[src/rtl/adc_scan_sched.sv]
// adc_scan_sched
//   Sequences ADC conversions over a channel mask. A scan walks the pending
//   channels lowest index first, issuing one transfer request per channel and
//   forwarding each result. Scans run once (start) or repeatedly (scan_en),
//   with a programmable idle gap between repeated scans. A transfer that does
//   not complete within TIMEOUT wait cycles is abandoned and flagged.
//
// Ports
//   clk, n_rst          clock, asynchronous active-low reset
//   start               single-scan request pulse (honoured in IDLE only)
//   scan_en             continuous-scan enable
//   chan_mask           channels to convert, sampled when a scan begins
//   scan_gap            idle cycles between continuous scans (0 acts as 1)
//   err_clr             clears timeout_err
//   xfer_start          one-cycle conversion request to the transfer engine
//   xfer_chansel        channel index for the current transfer
//   xfer_done/xfer_data transfer-complete strobe and its result
//   res_valid           one-cycle result strobe
//   res_chan/res_data   result channel/data, held between strobes
//   scan_done           one-cycle end-of-scan strobe
//   busy                high whenever a scan or gap is in progress
//   timeout_err         sticky transfer-timeout flag

module adc_scan_sched #(
  parameter int ADC_WIDTH    = 12,
  parameter int NUM_CHANNELS = 8,
  parameter int TIMEOUT      = 64
) (
  input  logic                    clk,
  input  logic                    n_rst,
  input  logic                    start,
  input  logic                    scan_en,
  input  logic [NUM_CHANNELS-1:0] chan_mask,
  input  logic [15:0]             scan_gap,
  input  logic                    err_clr,
  output logic                    xfer_start,
  output logic [4:0]              xfer_chansel,
  input  logic                    xfer_done,
  input  logic [ADC_WIDTH-1:0]    xfer_data,
  output logic                    res_valid,
  output logic [4:0]              res_chan,
  output logic [ADC_WIDTH-1:0]    res_data,
  output logic                    scan_done,
  output logic                    busy,
  output logic                    timeout_err
);

  typedef enum logic [2:0] {
    S_IDLE   = 3'd0,
    S_SELECT = 3'd1,
    S_START  = 3'd2,
    S_WAIT   = 3'd3,
    S_GAP    = 3'd4
  } state_t;

  // Last WAIT cycle index (counter is zero-based).
  localparam logic [15:0] WAIT_LAST = 16'(TIMEOUT - 1);

  state_t                  state;
  state_t                  state_next;
  logic [NUM_CHANNELS-1:0] pending;
  logic [NUM_CHANNELS-1:0] low_bit;
  logic [4:0]              low_idx;
  logic [15:0]             wait_cnt;
  logic [15:0]             gap_cnt;
  logic [15:0]             gap_last;
  logic                    done_hit;
  logic                    timeout_hit;
  logic                    gap_end;
  logic                    mask_any;

  // Isolate the lowest set bit of the pending mask (two's-complement trick).
  assign low_bit = pending & (~pending + NUM_CHANNELS'(1));

  // Index of the lowest pending channel; descending scan so the lowest wins.
  always_comb begin
    low_idx = 5'd0;
    for (int i = NUM_CHANNELS - 1; i >= 0; i--) begin
      if (pending[i]) low_idx = i[4:0];
    end
  end

  assign mask_any    = |chan_mask;
  assign done_hit    = (state == S_WAIT) && xfer_done;
  // A completion on the final WAIT cycle still counts as a completion.
  assign timeout_hit = (state == S_WAIT) && !xfer_done && (wait_cnt == WAIT_LAST);
  // A zero gap behaves as a single gap cycle.
  assign gap_last    = (scan_gap == 16'd0) ? 16'd0 : scan_gap - 16'd1;
  assign gap_end     = (gap_cnt >= gap_last);

  // State register
  always_ff @(posedge clk or negedge n_rst) begin
    if (!n_rst) state <= S_IDLE;
    else        state <= state_next;
  end

  // Next-state logic
  always_comb begin
    state_next = state;
    case (state)
      S_IDLE:   if ((start || scan_en) && mask_any) state_next = S_SELECT;
      S_SELECT: begin
        if (|pending)     state_next = S_START;
        else if (scan_en) state_next = S_GAP;
        else              state_next = S_IDLE;
      end
      S_START:  state_next = S_WAIT;
      S_WAIT:   if (done_hit || timeout_hit) state_next = S_SELECT;
      S_GAP: begin
        if (!scan_en)     state_next = S_IDLE;
        else if (gap_end) state_next = mask_any ? S_SELECT : S_IDLE;
      end
      default:  state_next = S_IDLE;
    endcase
  end

  // Moore outputs
  always_comb begin
    xfer_start = 1'b0;
    scan_done  = 1'b0;
    busy       = 1'b1;
    case (state)
      S_IDLE:   busy       = 1'b0;
      S_SELECT: scan_done  = ~|pending;
      S_START:  xfer_start = 1'b1;
      default:  ;
    endcase
  end

  // Datapath: pending mask, channel select, counters and result registers.
  always_ff @(posedge clk or negedge n_rst) begin
    if (!n_rst) begin
      pending      <= '0;
      xfer_chansel <= 5'd0;
      wait_cnt     <= 16'd0;
      gap_cnt      <= 16'd0;
      res_valid    <= 1'b0;
      res_chan     <= 5'd0;
      res_data     <= '0;
      timeout_err  <= 1'b0;
    end else begin
      // The mask is only sampled when a scan begins, so mid-scan mask
      // changes cannot disturb the channels still pending.
      if ((state == S_IDLE || state == S_GAP) && state_next == S_SELECT) begin
        pending <= chan_mask;
      end else if (state == S_SELECT && |pending) begin
        pending      <= pending & ~low_bit;
        xfer_chansel <= low_idx;
      end

      if (state == S_START)     wait_cnt <= 16'd0;
      else if (state == S_WAIT) wait_cnt <= wait_cnt + 16'd1;

      if (state == S_GAP) gap_cnt <= gap_cnt + 16'd1;
      else                gap_cnt <= 16'd0;

      res_valid <= done_hit;
      if (done_hit) begin
        res_data <= xfer_data;
        res_chan <= xfer_chansel;
      end

      // A timeout wins over a simultaneous clear.
      if (timeout_hit)  timeout_err <= 1'b1;
      else if (err_clr) timeout_err <= 1'b0;
    end
  end

endmodule

[config.mk]
export PLATFORM = sky130hd
export DESIGN_NAME = adc_scan_sched
export DESIGN_NICKNAME = d
export VERILOG_FILES = /design/src/rtl/adc_scan_sched.sv
export SDC_FILE = /design/constraint.sdc
export NUM_CORES = 1
export LEC_CHECK = 0
export CAP_MARGIN = 20
export CORE_MARGIN = 10
export CORE_UTILIZATION = 50
export DETAILED_ROUTE_END_ITERATION = 8
export PLACE_DENSITY = 0.77
export SLEW_MARGIN = 20
export SYNTH_ARGS = -nofsm -noshare
export SYNTH_HDL_FRONTEND = slang
export SYNTH_SLANG_ARGS = --single-unit
[constraint.sdc]
create_clock -name clk -period 6.8 [get_ports clk]
set_clock_uncertainty 0.2 [all_clocks]
set_input_delay 1.7 -clock clk [delete_from_list [all_inputs] [get_ports clk]]
set_output_delay 1.7 -clock clk [all_outputs]
set_load 0.005 [all_outputs]
==> flow_summary.toml <==
[worst_setup_path]
start_kind = "input pin"
critical_path.top_delay_family = "simple AND/OR/NAND/NOR gates"
path_cells = "clkdlybuf4s50_1 > or4_4 > nor3_1 > and4_1 > nand2_1 > nand2b_1 > ha_1 > a2111oi_0 > a2111oi_0 > o21ai_0 > a41o_1 > mux2_2"
required_ps = 6830
crit_arrival_ps = 5560
path_max_fanout = 12
endpoint_kind = "register"
slowest_delay_ps = 570
crit_buf_inv = 1
critical_path_class = "input pin to register"
cp_common_cell = "a2111oi_0"
cpMaxStageDelayCell = "or4_4"

[clock_network]
cts_tree = "done"
post-cts-setup-buffer-count = 0
post_cts_resize_count = 0
clk_latency_ps = 350
htree_levels = 3
cts_buffer_depth = 2
numCtsBuffers = 9
path_clk_slew_ps = 70
cts_root_buf = "clkbuf_8"
hold_buffers = 0
clock-sinks = 63

[synthesis]
syn_area_um2 = 3648
synth_top_family_by_area = "simple AND/OR/NAND/NOR gates"
synth-compound-area-share_pct = 8.916
muxShareOfSynthArea_pct = 8.539
synth_edf_count = 0
synth-async-reset-ratio_pct = 100.0
synth.distinct_cells = 44
synth_simple_gate_area_share_pct = 22.22
synth_flop_cell = "dfrtp_1"
seq_area_frac_synth_pct = 43.21
ys_ff_latch = 63
syn_area_per_cell_um2 = 9.284
netlist_instances = 393
synthAdderAreaFrac_pct = 6.859
synthXorXnorAreaFrac_pct = 6.481
ys_warn_count = 0

[sta]
hold_violations = 0
setup_viol = 0
relSlewSlack_pct = 48.02
fmax_mhz = 180.8
setup_tns_ps = 0
worst_slew_pin_slew_ps = 777.6
grt_setup_unrepaired = "no"
slew_violations = 0
layout_min_cycle_time_ps = 5532
min_period_over_period_pct = 81.35

[floorplanning]
io_pins = 69
start_util_pct = 50.85
die_h_um = 105.4
dieArea_um2 = 11110
core_area_um2 = 7176
rows = 31
fp.dieW_um = 105.4

[route]
firstDrtPassIters = 4
drc = 0
antenna_left = 0
first_iter_violations = 127
met3_length_um = 463
drt-vias-per-instance = 5.405
met1_length_um = 3733
wl_per_cell_um = 15.22
routed_wl_um = 8569
vias = 3043
highest_layer = "met4"
met2_length_um = 4298

[grt]
grt_pass1_vias = 3009
antenna_found_initial = 0
grt_pass1_wl_um = 14430
grt_usage_pct = 15.59
grt_overflow_total = 0
grt_max_degree = 64

[pwr]
p_total_uw = 1406
p_switching_uw = 472.8
peakVddDrop_mv = 0.2070
sequentialPowerShare_pct = 38.8
combPwrFrac_pct = 35.6
p_per_area_nw_per_um2 = 306.9
clockPowerShare_pct = 25.6
p_leak_uw = 0.002080
p_int_uw = 933.5
switching_share_pct = 33.62

[final_layout]
n_fill_cell = 592
final_nets = 521
drive_gt1_share_pct = 8.836
num_antenna_cells = 0
syn_to_final_growth_pct = 25.58

[placed_design]
place_congestion = 0.8432
port-buffer-count = 64
dp_hpwl_um = 6418

[outcome]
status = "complete, no violations"

[min_path]
hold_class = "register to register"

[run]
max-cap-violations = 0
==> flip-flops by register name, summed over array words and instances, names as in the netlist <==
signal,flops
res_valid,1
wait_cnt,16
state,3
pending,8
gap_cnt,16
timeout_err,1
res_data,12
xfer_chansel,3
res_chan,3
==> cell usage in the layout (no fill, tap or decap), drive strengths merged, types with 11 or more instances in the layout <==
cell,instances
a21oi,20
clkdlybuf4s50,63
mux2,17
nor3,15
nand3,11
xor2,18
mux2i,12
nand2,53
nor2,43
o21ai,20
inv,18
dfrtp,63
ha,20
==> power by group through the flow <==
stage	logic (uW)	clock network, uW	registers (uW)
3_5_place_dp	495	0	550
2_1_floorplan	267	0	535
6_report	500	361	545
4_1_cts	506	368	544
3_3_place_gp	482	0	542
5_1_grt	550	385	559
==> synthesized netlist by cell type (all sizes together) (2+ instances only) <==
| master | n | area, um^2 |
|---|---|---|
| a2111oi | 2 | 17.52 |
| a21oi | 20 | 100.1 |
| a22o | 2 | 17.52 |
| and2 | 3 | 18.77 |
| and3 | 6 | 37.54 |
| and4 | 4 | 35.03 |
| buf | 7 | 43.79 |
| clkbuf | 6 | 22.52 |
| dfrtp | 63 | 1577 |
| ha | 20 | 250.2 |
| inv | 18 | 67.56 |
| mux2 | 17 | 191.4 |
| mux2i | 12 | 120.1 |
| nand2 | 53 | 198.9 |
| nand2b | 4 | 25.02 |
| nand3 | 11 | 55.05 |
| nand4 | 9 | 56.30 |
| nor2 | 43 | 161.4 |
| nor2b | 4 | 25.02 |
| nor3 | 15 | 80.08 |
| nor4 | 3 | 18.77 |
| o21ai | 20 | 100.1 |
| o21bai | 2 | 15.01 |
| o31ai | 2 | 15.01 |
| o41ai | 2 | 17.52 |
| or3 | 4 | 30.03 |
| or4 | 4 | 37.53 |
| xnor2 | 9 | 78.83 |
| xor2 | 18 | 157.7 |
==> logic make-up after synthesis <==
logic type,Yosys count
other,1
buffers and inverters,31
AND/OR/NAND/NOR,167
adder cells (fa/ha/maj),20
XOR/XNOR,27
AO/OA/AOI/OAI,55
flip-flops,63
multiplexers,29
==> path summary, 6_finish.rpt <==
check	cells after the start	from	slack [ps]	to
max	12	scan_gap[8]	1270	pending[6]$_DFFE_PN0P_
min	1	timeout_err$_DFFE_PN0P_	290	timeout_err$_DFFE_PN0P_
max reg2reg	8	gap_cnt[0]$_DFF_PN0_	3930	pending[6]$_DFFE_PN0P_
min reg2reg	1	timeout_err$_DFFE_PN0P_	290	timeout_err$_DFFE_PN0P_
max in group asynchronous	2	n_rst	4590	pending[3]$_DFFE_PN0P_
min in group asynchronous	2	n_rst	1300	wait_cnt[12]$_DFFE_PN0P_
==> final cells by class <==
| cell class | instances | area, um^2 | share of cell area, % |
|---|---|---|---|
| clock inverters | 7 | 97.59 | 2.130 |
| inverters | 18 | 67.56 | 1.475 |
| multi-input cells | 302 | 1949 | 42.55 |
| flip-flops and latches | 63 | 1577 | 34.41 |
| well taps | 99 | 123.9 | 2.703 |
| clock buffers | 9 | 123.9 | 2.703 |
| repair buffers | 65 | 643.1 | 14.04 |
==> through the flow <==
step	std cells	utilization [%]	hold WS (ps)	setup slack [ps]	instance area, um^2
4_1_cts	563	63.85	291.5	1287	4582
6_report	563	63.85	287.3	1268	4582
2_1_floorplan	396	-	253.6	1887	3660
5_1_grt	563	63.85	307.1	1009	4582
3_5_place_dp	547	60.77	272.2	920.2	4360
3_3_place_gp	547	60.77	265.3	1128	4360
==> metal layers <==
layer,GRT usage [%],vias to the layer above
met5,0,-
met4,4.216,0
met3,4.750,8
met2,26.13,64
met1,18.99,1476
li1,-,1495
Note: power is estimated with default switching activity, not from simulation.
